===== src/rtl/divider_param_if.sv =====
// Operand/result bundle and busy/valid handshake for the sequential divider.
// The master side drives the request; the slave side is the divider itself.
interface divider_param_if #(
   parameter int DIVIDEND_W = 8,
   parameter int DIVISOR_W  = 7
);
   logic                  start;
   logic [DIVIDEND_W-1:0] dividendin;
   logic [DIVISOR_W-1:0]  divisorin;
   logic                  busy;
   logic                  valid;
   logic [DIVIDEND_W-1:0] quotient;
   logic [DIVISOR_W-1:0]  remainder;
   logic                  div_by_zero;
   logic                  overflow;

   modport master (
      output start, dividendin, divisorin,
      input  busy, valid, quotient, remainder, div_by_zero, overflow
   );

   modport slave (
      input  start, dividendin, divisorin,
      output busy, valid, quotient, remainder, div_by_zero, overflow
   );
endinterface


===== src/rtl/divider_param.sv =====
// Parametrised restoring divider, one quotient bit per clock, fixed latency of
// DIVIDEND_W+1 edges from the accepting start edge to valid.
module divider_param #(
   parameter int DIVIDEND_W = 8,
   parameter int DIVISOR_W  = 7,
   parameter int SIGNED     = 0
) (
   input logic           clk,
   input logic           reset,
   divider_param_if.slave bus
);

   typedef enum logic [1:0] {
      IDLE = 2'd0,
      RUN  = 2'd1,
      DONE = 2'd2
   } stateT;

   localparam int CNT_W = $clog2(DIVIDEND_W + 1);
   localparam logic [CNT_W-1:0]      LAST_ITER = CNT_W'(DIVIDEND_W);
   localparam logic [DIVIDEND_W-1:0] MOST_NEG  = {1'b1, {(DIVIDEND_W-1){1'b0}}};

   stateT                 stateQ, stateD;
   logic [CNT_W-1:0]      cntQ, cntD;
   logic [DIVIDEND_W-1:0] dvdQ, dvdD;
   logic [DIVISOR_W-1:0]  dvsQ, dvsD;
   logic [DIVISOR_W-1:0]  accQ, accD;
   logic                  negQuotQ, negQuotD;
   logic                  negRemQ, negRemD;
   logic                  zeroDivQ, zeroDivD;
   logic                  ovfPendQ, ovfPendD;
   logic [DIVIDEND_W-1:0] quotientQ, quotientD;
   logic [DIVISOR_W-1:0]  remainderQ, remainderD;
   logic                  divByZeroQ, divByZeroD;
   logic                  overflowQ, overflowD;

   logic                  dvdNeg, dvsNeg;
   logic [DIVIDEND_W-1:0] dvdMag;
   logic [DIVISOR_W-1:0]  dvsMag;
   logic [DIVISOR_W:0]    shifted;
   logic                  fits;

   // Magnitudes are unsigned W-bit values, so the most negative operand
   // (2^(W-1)) is still representable without an extra bit.
   always_comb begin
      dvdNeg  = (SIGNED != 0) && bus.dividendin[DIVIDEND_W-1];
      dvsNeg  = (SIGNED != 0) && bus.divisorin[DIVISOR_W-1];
      dvdMag  = dvdNeg ? -bus.dividendin : bus.dividendin;
      dvsMag  = dvsNeg ? -bus.divisorin : bus.divisorin;
      shifted = {accQ, dvdQ[DIVIDEND_W-1]};
      fits    = shifted >= {1'b0, dvsQ};
   end

   always_comb begin
      stateD      = stateQ;
      cntD        = cntQ;
      dvdD        = dvdQ;
      dvsD        = dvsQ;
      accD        = accQ;
      negQuotD    = negQuotQ;
      negRemD     = negRemQ;
      zeroDivD    = zeroDivQ;
      ovfPendD    = ovfPendQ;
      quotientD   = quotientQ;
      remainderD  = remainderQ;
      divByZeroD  = divByZeroQ;
      overflowD   = overflowQ;

      case (stateQ)
         IDLE, DONE: begin
            if (bus.start) begin
               stateD   = RUN;
               cntD     = '0;
               dvdD     = dvdMag;
               dvsD     = dvsMag;
               accD     = '0;
               negQuotD = dvdNeg ^ dvsNeg;
               negRemD  = dvdNeg;
               zeroDivD = (bus.divisorin == '0);
               ovfPendD = (SIGNED != 0) && (bus.dividendin == MOST_NEG) && (&bus.divisorin);
            end
         end
         RUN: begin
            if (cntQ != LAST_ITER) begin
               // Dividend register doubles as the quotient shift register.
               cntD = cntQ + 1'b1;
               accD = fits ? DIVISOR_W'(shifted - {1'b0, dvsQ}) : shifted[DIVISOR_W-1:0];
               dvdD = {dvdQ[DIVIDEND_W-2:0], fits};
            end else begin
               stateD = DONE;
               if (zeroDivQ) begin
                  quotientD  = '1;
                  remainderD = '0;
                  divByZeroD = 1'b1;
                  overflowD  = 1'b0;
               end else begin
                  // Overflow needs no special path: 2^(W-1) wraps to the most negative value.
                  quotientD  = negQuotQ ? -dvdQ : dvdQ;
                  remainderD = negRemQ ? -accQ : accQ;
                  divByZeroD = 1'b0;
                  overflowD  = ovfPendQ;
               end
            end
         end
         default: stateD = IDLE;
      endcase
   end

   always_ff @(posedge clk or posedge reset) begin
      if (reset) begin
         stateQ     <= IDLE;
         cntQ       <= '0;
         dvdQ       <= '0;
         dvsQ       <= '0;
         accQ       <= '0;
         negQuotQ   <= 1'b0;
         negRemQ    <= 1'b0;
         zeroDivQ   <= 1'b0;
         ovfPendQ   <= 1'b0;
         quotientQ  <= '0;
         remainderQ <= '0;
         divByZeroQ <= 1'b0;
         overflowQ  <= 1'b0;
      end else begin
         stateQ     <= stateD;
         cntQ       <= cntD;
         dvdQ       <= dvdD;
         dvsQ       <= dvsD;
         accQ       <= accD;
         negQuotQ   <= negQuotD;
         negRemQ    <= negRemD;
         zeroDivQ   <= zeroDivD;
         ovfPendQ   <= ovfPendD;
         quotientQ  <= quotientD;
         remainderQ <= remainderD;
         divByZeroQ <= divByZeroD;
         overflowQ  <= overflowD;
      end
   end

   assign bus.busy        = (stateQ == RUN);
   assign bus.valid       = (stateQ == DONE);
   assign bus.quotient    = quotientQ;
   assign bus.remainder   = remainderQ;
   assign bus.div_by_zero = divByZeroQ;
   assign bus.overflow    = overflowQ;

endmodule

===== src/flat_wrapper.sv =====
// flat-port wrapper written by rule: the top's interface ports become plain ports
module divider_param_flat 
#(
   parameter int DIVIDEND_W = 8,
   parameter int DIVISOR_W  = 7,
   parameter int SIGNED     = 0
)
  (clk, reset, bus_start, bus_dividendin, bus_divisorin, bus_busy, bus_valid, bus_quotient, bus_remainder, bus_div_by_zero, bus_overflow);
  divider_param_if #(.DIVIDEND_W(DIVIDEND_W), .DIVISOR_W(DIVISOR_W)) bus_i ();
  input logic clk;
  input logic reset;
  input wire logic [$bits(bus_i.start)-1:0] bus_start;
  input wire logic [$bits(bus_i.dividendin)-1:0] bus_dividendin;
  input wire logic [$bits(bus_i.divisorin)-1:0] bus_divisorin;
  output wire logic [$bits(bus_i.busy)-1:0] bus_busy;
  output wire logic [$bits(bus_i.valid)-1:0] bus_valid;
  output wire logic [$bits(bus_i.quotient)-1:0] bus_quotient;
  output wire logic [$bits(bus_i.remainder)-1:0] bus_remainder;
  output wire logic [$bits(bus_i.div_by_zero)-1:0] bus_div_by_zero;
  output wire logic [$bits(bus_i.overflow)-1:0] bus_overflow;
  assign bus_i.start = bus_start;
  assign bus_i.dividendin = bus_dividendin;
  assign bus_i.divisorin = bus_divisorin;
  assign bus_busy = bus_i.busy;
  assign bus_valid = bus_i.valid;
  assign bus_quotient = bus_i.quotient;
  assign bus_remainder = bus_i.remainder;
  assign bus_div_by_zero = bus_i.div_by_zero;
  assign bus_overflow = bus_i.overflow;
  divider_param #(.DIVIDEND_W(DIVIDEND_W), .DIVISOR_W(DIVISOR_W), .SIGNED(SIGNED)) u_core (.clk(clk), .reset(reset), .bus(bus_i));
endmodule

===== config.mk =====
export PLATFORM = sky130hd
export DESIGN_NAME = divider_param_flat
export DESIGN_NICKNAME = d
export VERILOG_FILES = /design/src/rtl/divider_param_if.sv /design/src/rtl/divider_param.sv /design/src/flat_wrapper.sv
export SDC_FILE = /design/constraint.sdc
export NUM_CORES = 1
export LEC_CHECK = 0
export CAP_MARGIN = 10
export CORE_AREA = 2 2 48 94
export DETAILED_ROUTE_END_ITERATION = 8
export DIE_AREA = 0 0 50 96
export DONT_BUFFER_PORTS = 1
export PLACE_DENSITY = 0.8
export SYNTH_ARGS = -nofsm -noshare
export SYNTH_HDL_FRONTEND = slang
export SYNTH_SLANG_ARGS = --single-unit

===== constraint.sdc =====
create_clock -name clk -period 3.38 [get_ports clk]
set_clock_uncertainty 0.1 [all_clocks]
set_input_delay 1.014 -clock clk [delete_from_list [all_inputs] [get_ports clk]]
set_output_delay 1.014 -clock clk [all_outputs]
set_load 0.01 [all_outputs]

---- After elaboration in Yosys (flattened, before gate mapping) ----
Cells that the tools add are included.
word-level totals
  bits in registers ....................... 45
  input port bits ......................... 18
  output and inout bits ................... 19
  logic and storage cells ................. 43
operators by class
  $add $sub $neg .......................... 2
  magnitude comparators ................... 1
  eq/ne operators ......................... 6
  mux-type cells .......................... 16
  bitwise gates (word level) .............. 1
  reduce and logical (&&, ||, !) cells .... 8
operator list
  kind                 count
  $mux 7               4
  $mux 8               3
  $pmux 8 s2           1
  $pmux 7 s2           1
  $ge 8x7->1           1
  $mux 4               2
  $pmux 4 s2           1
  $logic_not 7->1      1
  $sub 7x7->7          1
  $reduce_and 2->1     3
  $add 4x1->4 const B  1
  $mux 2               2
  $ne 2x2->1 const B   2
  $ne 4x4->1 const B   1
  $pmux 2 s2           1
  $reduce_and 3->1     1
  $eq 2x1->1 const B   1
  $eq 2x2->1 const B   1
  $logic_not 2->1      1
  $ne 2x1->1 const B   1
  $reduce_bool 2->1    1
  $reduce_or 2->1      1
  $mux 1               1
  $not 1->1            1

---- Longest topological paths before layout ----
Gate-level depths: netlist (run 1).
  word-level depth ........................ 4
  depth in mapped cells ................... 10

---- Worst setup path after synthesis (run 1) ----
OpenSTA, ideal clock, no wires.
  path kind ............................... reg2reg
  from .................................... register u_core.dvdQ[7]
  to ...................................... register u_core.accQ[0]
  arrival time ............................ 2.204 ns
  required time ........................... 3.158 ns
  setup slack ............................. 0.954 ns
  cell stages (with the launch flop) ...... 11
  path through ............................ dfrtp_1 inv_1 ha_1 inv_1 fa_1 a21o_1 a21oi_4 a31oi_1 buf_6 or3_1 a32o_1
between the ends
  cells in the longest elaborated chain, start to end .. 4
  elaborated cells between the ends (all ways) .. 5
  those cells by class .................... add/sub (1); order compare (1); mux (3)
ends and longest elaborated chain
  element                                           RTL line                                  text
  start, declared                                   divider_param.sv:25                       logic [DIVIDEND_W-1:0] dvdQ, dvdD;
  start signal, assigned                            divider_param.sv:127                      dvdQ <= dvdD;
  $sub 7x7->7 / $ge 8x7->1 (equally long branches)  divider_param.sv:87, divider_param.sv:51
  $mux 7 *                                          divider_param.sv:87                       accD = fits ? DIVISOR_W'(shifted - {1'b0, dvsQ}) : shifted[DIVISOR_W-1:0];
  $mux 7 *                                          divider_param.sv:84                       if (cntQ != LAST_ITER) begin
  $pmux 7 s2 *                                      divider_param.sv:69                       case (stateQ)
  end signal, assigned                              divider_param.sv:115                      accQ <= '0;
  end signal, assigned                              divider_param.sv:129                      accQ <= accD;
  end, declared                                     divider_param.sv:27                       logic [DIVISOR_W-1:0] accQ, accD;
Mark *: on every way between the ends. The rest lies on a longest branch, timed or not. The select of a mux whose other input is x is not followed.
A chain may end at the register's enable or synchronous reset.

---- Final worst setup path (run 1) ----
  from .................................... register u_core.stateQ[0]
  to ...................................... output port bus_busy
between the ends
  cells in the longest elaborated chain, start to end .. 1
ends and longest elaborated chain
  element                 RTL line              text
  start, declared         divider_param.sv:23   stateT stateQ, stateD;
  start signal, assigned  divider_param.sv:125  stateQ <= stateD;
  $eq 2x1->1              divider_param.sv:141  assign bus.busy = (stateQ == RUN);
  end, declared           flat_wrapper.sv:15    output wire logic [$bits(bus_i.busy)-1:0] bus_busy;
No other way between the ends.

==> results.py, run 1 <==
metrics = {
    "clock_network": {
        "holdBufCountCts": 0,
        "cts_buffer_depth": 2,
        "insertion_delay_ns": 0.29,
        "cts_max_level": 2,
        "cts_setup_buffers": 0,
        "cts-resized-gates": 0,
        "clk_pin_slew_ns": 0.08,
        "cts_root_buf": "clkbuf_8",
        "cts_tree": "built",
        "cts_num_sinks": 45,
        "cts_made_buffers": 5,
    },
    "timing": {
        "fmax_mhz": 372.3,
        "tightestPinTransition_ns": 0.8233,
        "worst_slack_ns": 0.6942,
        "setup_tns_ns": 0,
        "min_period_over_period_pct": 79.46,
        "slew_viol_final": 0,
        "rsz0062_at_grt": "no",
        "hold_viol": 0,
        "setup_viol": 0,
        "holdWs_ns": 0.3920,
        "timing.slew.headroom_pct": 44.91,
        "post-route-min-period_ns": 2.686,
    },
    "placement": {
        "postPlaceCellArea_mm2": 0.002390,
        "place_ws_ns": 0.7465,
        "hpwlAfterDp_mm": 3.543,
        "io_buffer_count": 0,
        "place_congestion": 0.9641,
    },
    "power": {
        "swShare_pct": 43.48,
        "power_frac_comb_pct": 51.8,
        "cellInternalPower_mw": 1.559,
        "peakVddDrop_mv": 0.6710,
        "seq_power_share_pct": 36.5,
        "power_switching_mw": 1.199,
        "total_power_mw": 2.758,
        "power_frac_clock_pct": 11.7,
        "p_per_area_mw_per_mm2": 1106,
        "p_leak_nw": 1.185,
    },
    "setup_path": {
        "r2r-start": "u_core.dvdQ[7]$_DFFE_PP0P_",
        "endpoint": "bus_busy",
        "worstReg2RegEnd": "u_core.accQ[2]$_DFFE_PP0P_",
        "endpoint_kind": "primary output",
        "cp-start-kind": "register",
        "cp.arrival_ns": 1.57,
        "ff2ff_setup_slack_ns": 0.72,
        "worstSetupStartpoint": "u_core.stateQ[0]$_DFFE_PP0P_",
        "criticalPathCategory": "reg2out",
        "cp.required_ns": 2.27,
        "cp_max_fo": 11,
        "r2r_cells": 9,
    },
    "detailed_routing": {
        "drt-total-wl_mm": 4.560,
        "antenna_left": 0,
        "num_vias": 1763,
        "dr.pass1.iters": 4,
        "drt_iter0_markers": 14,
        "via_per_inst": 5.633,
        "drc": 0,
        "wl_per_cell_um": 14.57,
    },
    "synth": {
        "synth_edf_count": 0,
        "synth_area_mm2": 0.002343,
        "synthesis.nets": 287,
        "synth_ff_type": "dfrtp_1",
        "syn_avg_cell_area_um2": 9.048,
        "synth_cell_types": 41,
        "yosysWarnings": 0,
        "async_flop_share_pct": 100.0,
        "ys_ff_latch": 45,
        "synth_cells": 259,
        "seq_area_frac_synth_pct": 48.05,
    },
    "global_routing": {
        "grt_max_degree": 33,
        "grt_usage_pct": 20.92,
        "grt_pass1_wl_mm": 7.603,
        "grt_pass1_vias": 1741,
        "overflow": 0,
        "antenna_found_initial": 0,
    },
    "min_path": {
        "min_path_type": "in2async",
    },
    "layout": {
        "fillers": 353,
        "postLayoutCellArea_mm2": 0.002494,
        "fin_nets": 288,
        "n_antenna_cell": 0,
        "drive_above_1_share_pct": 6.513,
        "area_growth_pct": 6.407,
    },
    "floorplan": {
        "row_count": 33,
        "start_util_pct": 57.33,
        "die_x_um": 50,
        "die_area_mm2": 0.004800,
        "io_pins": 37,
        "die_y_um": 96,
        "core_mm2": 0.004088,
    },
    "run": {
        "maxCapViolCount": 0,
    },
    "run_status": {
        "status": "complete, no violations",
    },
}
cells in the final DEF (no fill, tap or decap), types with 2 or more instances in the layout:
cell / synthesis / final
clkbuf_8: 0 / 5
o211ai_1: 4 / 4
ha_1: 9 / 9
a32o_1: 2 / 2
dfrtp_1: 45 / 45
nand4_1: 2 / 2
xnor2_1: 2 / 2
nand2_1: 67 / 67
nor3_1: 3 / 3
or3_1: 3 / 3
xor2_1: 3 / 3
inv_1: 15 / 14
o221ai_1: 2 / 2
nand2b_1: 4 / 4
a21oi_1: 3 / 3
o22ai_1: 3 / 3
mux2i_1: 10 / 10
o21ai_0: 30 / 30
clkinv_1: 1 / 2
a31oi_1: 2 / 2
nor2_1: 9 / 9
buf_4: 1 / 6
nand3_1: 3 / 3
clkbuf_1: 8 / 2
nand3b_1: 9 / 9
layer usage:
layer	GRT usage (%)	part of all wire [%]
met5	0	0
met4	12.96	3.9
met2	37.28	54
met3	4.969	4.4
met1	21.49	37
worst min path at each step:
stage,end,slack [ns]
after global routing,u_core.bus.remainder[0]$_DFFE_PP0P_,0.39
after global placement,u_core.dvsQ[0]$_DFFE_PP0P_,0.38
after detailed placement,u_core.dvsQ[0]$_DFFE_PP0P_,0.38
after floorplan,u_core.dvsQ[0]$_DFFE_PP0P_,0.35
after CTS,u_core.dvsQ[0]$_DFFE_PP0P_,0.40
final,u_core.bus.remainder[0]$_DFFE_PP0P_,0.39
metrics by stage:
step                      util (%)  cells
after floorplan                  -    259
after global placement       58.46    304
after detailed placement     58.46    304
after CTS                    60.51    312
after global routing         61.00    313
final                        61.00    313
critical path, stage by stage, from the launching register on:
cell and delay (ns):
dfrtp_1 0.40, nand2b_1 0.44, clkinv_1 0.43
synth_stat cells, types with 2 or more instances:
| cell type | number | share of area (%) |
|---|---|---|
| a21oi_1 | 3 | 0.64 |
| buf_2 | 3 | 0.64 |
| xor2_1 | 3 | 1.1 |
| nand4_1 | 2 | 0.53 |
| o221ai_1 | 2 | 0.75 |
| a31oi_1 | 2 | 0.53 |
| ha_1 | 9 | 4.8 |
| o22ai_1 | 3 | 0.80 |
| nand3b_1 | 9 | 2.9 |
| mux2i_1 | 10 | 4.3 |
| nor2_1 | 9 | 1.4 |
| nand2b_1 | 4 | 1.1 |
| o211ai_1 | 4 | 1.3 |
| xnor2_1 | 2 | 0.75 |
| clkbuf_1 | 8 | 1.3 |
| nor3_1 | 3 | 0.64 |
| or3_1 | 3 | 0.80 |
| nand3_1 | 3 | 0.64 |
| a32o_1 | 2 | 0.85 |
| o21ai_0 | 30 | 6.4 |
| dfrtp_1 | 45 | 48 |
| inv_1 | 15 | 2.4 |
| nand2_1 | 67 | 11 |
flip-flops by register name, summed over array words and instances, names as in the netlist:
name and flops:
u_core.bus.quotient 8, u_core.dvdQ 8, u_core.accQ 7, u_core.bus.remainder 7, u_core.dvsQ 7, u_core.cntQ 4, u_core.stateQ 2, u_core.bus.div_by_zero 1
u_core.zeroDivQ 1
cell families (layout without fill, tap and decap cells):
kind of cell | count (synthesis) | after routing | share of synthesized area [%]
and+or+nand+nor | 108 | 108 | 21.30
AOI/OAI and AO/OA | 51 | 51 | 13.40
DFF | 45 | 45 | 48.05
buffers and inverters | 29 | 31 | 5.285
adders and majority gates | 10 | 10 | 5.659
muxes | 10 | 10 | 4.271
xor gates and xnor gates | 5 | 5 | 1.869
other | 1 | 1 | 0.1600
power by group through the flow:
stage | combinational, mW | sequential, mW | clock (mW)
global route | 1.65 | 1.04 | 0.345
detailed placement | 1.43 | 1.02 | 0
CTS | 1.44 | 1.01 | 0.328
global placement | 1.38 | 1.01 | 0
floorplan | 1.21 | 0.960 | 0
finish | 1.43 | 1.01 | 0.323
final cells by class:
class | count | area [um^2] | area share (%)
clock buffer | 7 | 76.32 | 3.061
tap | 52 | 65.06 | 2.609
clock inverter | 1 | 7.507 | 0.3011
multi-input combinational | 185 | 1094 | 43.85
inverter | 16 | 60.06 | 2.408
timing repair buffer | 7 | 65.06 | 2.609
sequential | 45 | 1126 | 45.16
No activity file was read; power rests on OpenSTA's default activity.
==> run 2: changes to the inputs <==
==> constraint.sdc (replaced) <==
create_clock -name clk -period 2.8 [get_ports clk]
set_clock_uncertainty 0.1 [all_clocks]
set_input_delay 0.84 -clock clk [delete_from_list [all_inputs] [get_ports clk]]
set_output_delay 0.84 -clock clk [all_outputs]
set_load 0.01 [all_outputs]
==> run 2 against run 1 <==
Effect of this change:
- clock-buffer cell count did not move
- worst setup slack got worse by 0.46 ns
- critical path depth up 7
- routed wire length up 2.5%
- first-iteration DRC count rose to 2.6 times the previous value
- hold slack worse by 0.00066 ns
- register-to-register slack got worse by 0.49 ns
- critical endpoint is now u_core.accQ[2]$_DFFE_PP0P_
- critical path type is now reg2reg
- total power rose by 23%
==> results.py, run 2 (synthesis gave the netlist of run 1 again) <==
metrics = {
    "power": {
        "p_per_area_mw_per_mm2": 1358,
        "total_power_mw": 3.390,
        "peakVddDrop_mv": 0.8980,
        "p_leak_nw": 1.190,
    },
    "timing": {
        "post-route-min-period_ns": 2.565,
        "min_period_over_period_pct": 91.61,
        "setup_tns_ns": 0,
        "timing.slew.headroom_pct": 63.16,
        "tightestPinTransition_ns": 0.5525,
        "rsz0062_at_grt": "no",
        "setup_viol": 0,
        "hold_viol": 0,
        "fmax_mhz": 389.8,
        "holdWs_ns": 0.3913,
        "slew_viol_final": 0,
    },
    "floorplan": {
        "io_pins": 37,
        "die_area_mm2": 0.004800,
        "die_y_um": 96,
        "start_util_pct": 57.33,
        "die_x_um": 50,
        "row_count": 33,
        "core_mm2": 0.004088,
    },
    "detailed_routing": {
        "via_per_inst": 5.698,
        "routed-wl-met2_mm": 2.561,
        "drc": 0,
        "wirelength_met1_mm": 1.745,
        "antenna_left": 0,
        "wl_per_cell_um": 14.83,
        "num_vias": 1795,
        "drt-total-wl_mm": 4.673,
        "topRoutingLayerUsed": "met4",
        "dr.pass1.iters": 4,
        "wl_met3_um": 163,
        "drt_iter0_markers": 37,
    },
    "placement": {
        "hpwlAfterDp_mm": 3.665,
        "postPlaceCellArea_mm2": 0.002412,
        "io_buffer_count": 0,
        "place_congestion": 0.8632,
    },
    "global_routing": {
        "antenna_found_initial": 0,
        "overflow": 0,
        "grt_usage_pct": 21.81,
        "grt_pass1_vias": 1755,
        "grt_pass1_wl_mm": 7.866,
        "grt_max_degree": 46,
    },
    "setup_path": {
        "cp_common_cell": "inv_1",
        "r2r-start": "u_core.dvdQ[7]$_DFFE_PP0P_",
        "path_cells": "inv_1 -> ha_1 -> inv_1 -> fa_1 -> a21o_1 -> a21oi_4 -> a31oi_1 -> or3_1 -> a32o_1",
        "worstReg2RegEnd": "u_core.accQ[2]$_DFFE_PP0P_",
        "cp.depth": 9,
        "critPathTopFamily": "compound AO/OA/AOI/OAI gates",
        "crit_slowest_cell": "dfrtp_1",
        "r2r_cells": 9,
        "criticalPathCategory": "reg2reg",
        "cp.required_ns": 2.89,
        "worstSetupStartpoint": "u_core.dvdQ[7]$_DFFE_PP0P_",
        "cp_max_fo": 7,
        "cp.arrival_ns": 2.66,
        "endpoint": "u_core.accQ[2]$_DFFE_PP0P_",
        "endpoint_kind": "register",
        "ff2ff_setup_slack_ns": 0.23,
        "max_stage_delay_ns": 0.41,
        "cp-start-kind": "register",
        "cp_num_buf_inv": 2,
    },
    "layout": {
        "postLayoutCellArea_mm2": 0.002496,
        "layout_commonest_cell": "nand2_1",
        "layout_common_cells": "67 x nand2_1, 45 x dfrtp_1, 30 x o21ai_0, 14 x inv_1, 10 x mux2i_1",
        "n_antenna_cell": 0,
        "fin_util_pct": 61.07,
        "drive_above_1_share_pct": 7.224,
        "fin_nets": 290,
        "area_growth_pct": 6.513,
    },
    "clock_network": {
        "insertion_delay_ns": 0.30,
        "cts_max_level": 2,
        "cts_tree": "built",
        "cts_setup_buffers": 0,
        "cts_buffer_depth": 2,
        "cts-resized-gates": 0,
        "cts_num_sinks": 45,
        "cts_made_buffers": 5,
        "holdBufCountCts": 0,
        "cts_root_buf": "clkbuf_8",
        "clk_pin_slew_ns": 0.08,
    },
    "min_path": {
        "min_path_type": "reg2reg",
    },
    "run_status": {
        "status": "complete, no violations",
    },
    "run": {
        "maxCapViolCount": 0,
    },
}
[run 2: worst min path at each step]
stage | startpoint | endpoint | slack [ns] | cells after the start
final | u_core.dvsQ[0]$_DFFE_PP0P_ | u_core.dvsQ[0]$_DFFE_PP0P_ | 0.39 | 2
after global routing | u_core.dvsQ[0]$_DFFE_PP0P_ | u_core.dvsQ[0]$_DFFE_PP0P_ | 0.43 | 2
after CTS | u_core.dvsQ[0]$_DFFE_PP0P_ | u_core.dvsQ[0]$_DFFE_PP0P_ | 0.40 | 2
after detailed placement | u_core.dvsQ[0]$_DFFE_PP0P_ | u_core.dvsQ[0]$_DFFE_PP0P_ | 0.38 | 2
after global placement | u_core.dvsQ[0]$_DFFE_PP0P_ | u_core.dvsQ[0]$_DFFE_PP0P_ | 0.37 | 2
after floorplan | u_core.dvsQ[0]$_DFFE_PP0P_ | u_core.dvsQ[0]$_DFFE_PP0P_ | 0.35 | 2
[run 2: area by class of cell]
class	instances	area, um^2
clock inverters	1	7.507
fillers	371	1592
multi-input cells	185	1094
well taps	52	65.06
inverters	16	60.06
clock buffers	7	76.32
flip-flops and latches	45	1126
repair buffers	9	67.56
[run 2: tightest hold or removal path: stages, from the launching register on]
cell and delay [ns]:
dfrtp_1 0.35, nand2_1 0.05, nand2_1 0.06
[run 2: metal layers]
metal / track usage [%] / vias to the layer above
met5: 0 / -
met4: 13.66 / 0
met3: 3.571 / 15
met2: 39.47 / 47
met1: 22.82 / 856
li1: - / 877
[run 2: stage by stage]
| step | cells | setup slack [ns] |
|---|---|---|
| floorplan | 259 | 0.3741 |
| global placement | 307 | 0.3185 |
| detailed placement | 307 | 0.2817 |
| CTS | 315 | 0.2430 |
| global route | 315 | 0.1089 |
| finish | 315 | 0.2348 |
[run 2: where the power goes]
| group | internal (mW) | switching [mW] | total (mW) |
|---|---|---|---|
| clock | 0.176 | 0.206 | 0.383 |
| combinational | 0.792 | 1.00 | 1.80 |
| sequential | 0.953 | 0.259 | 1.21 |
| total | 1.92 | 1.47 | 3.39 |
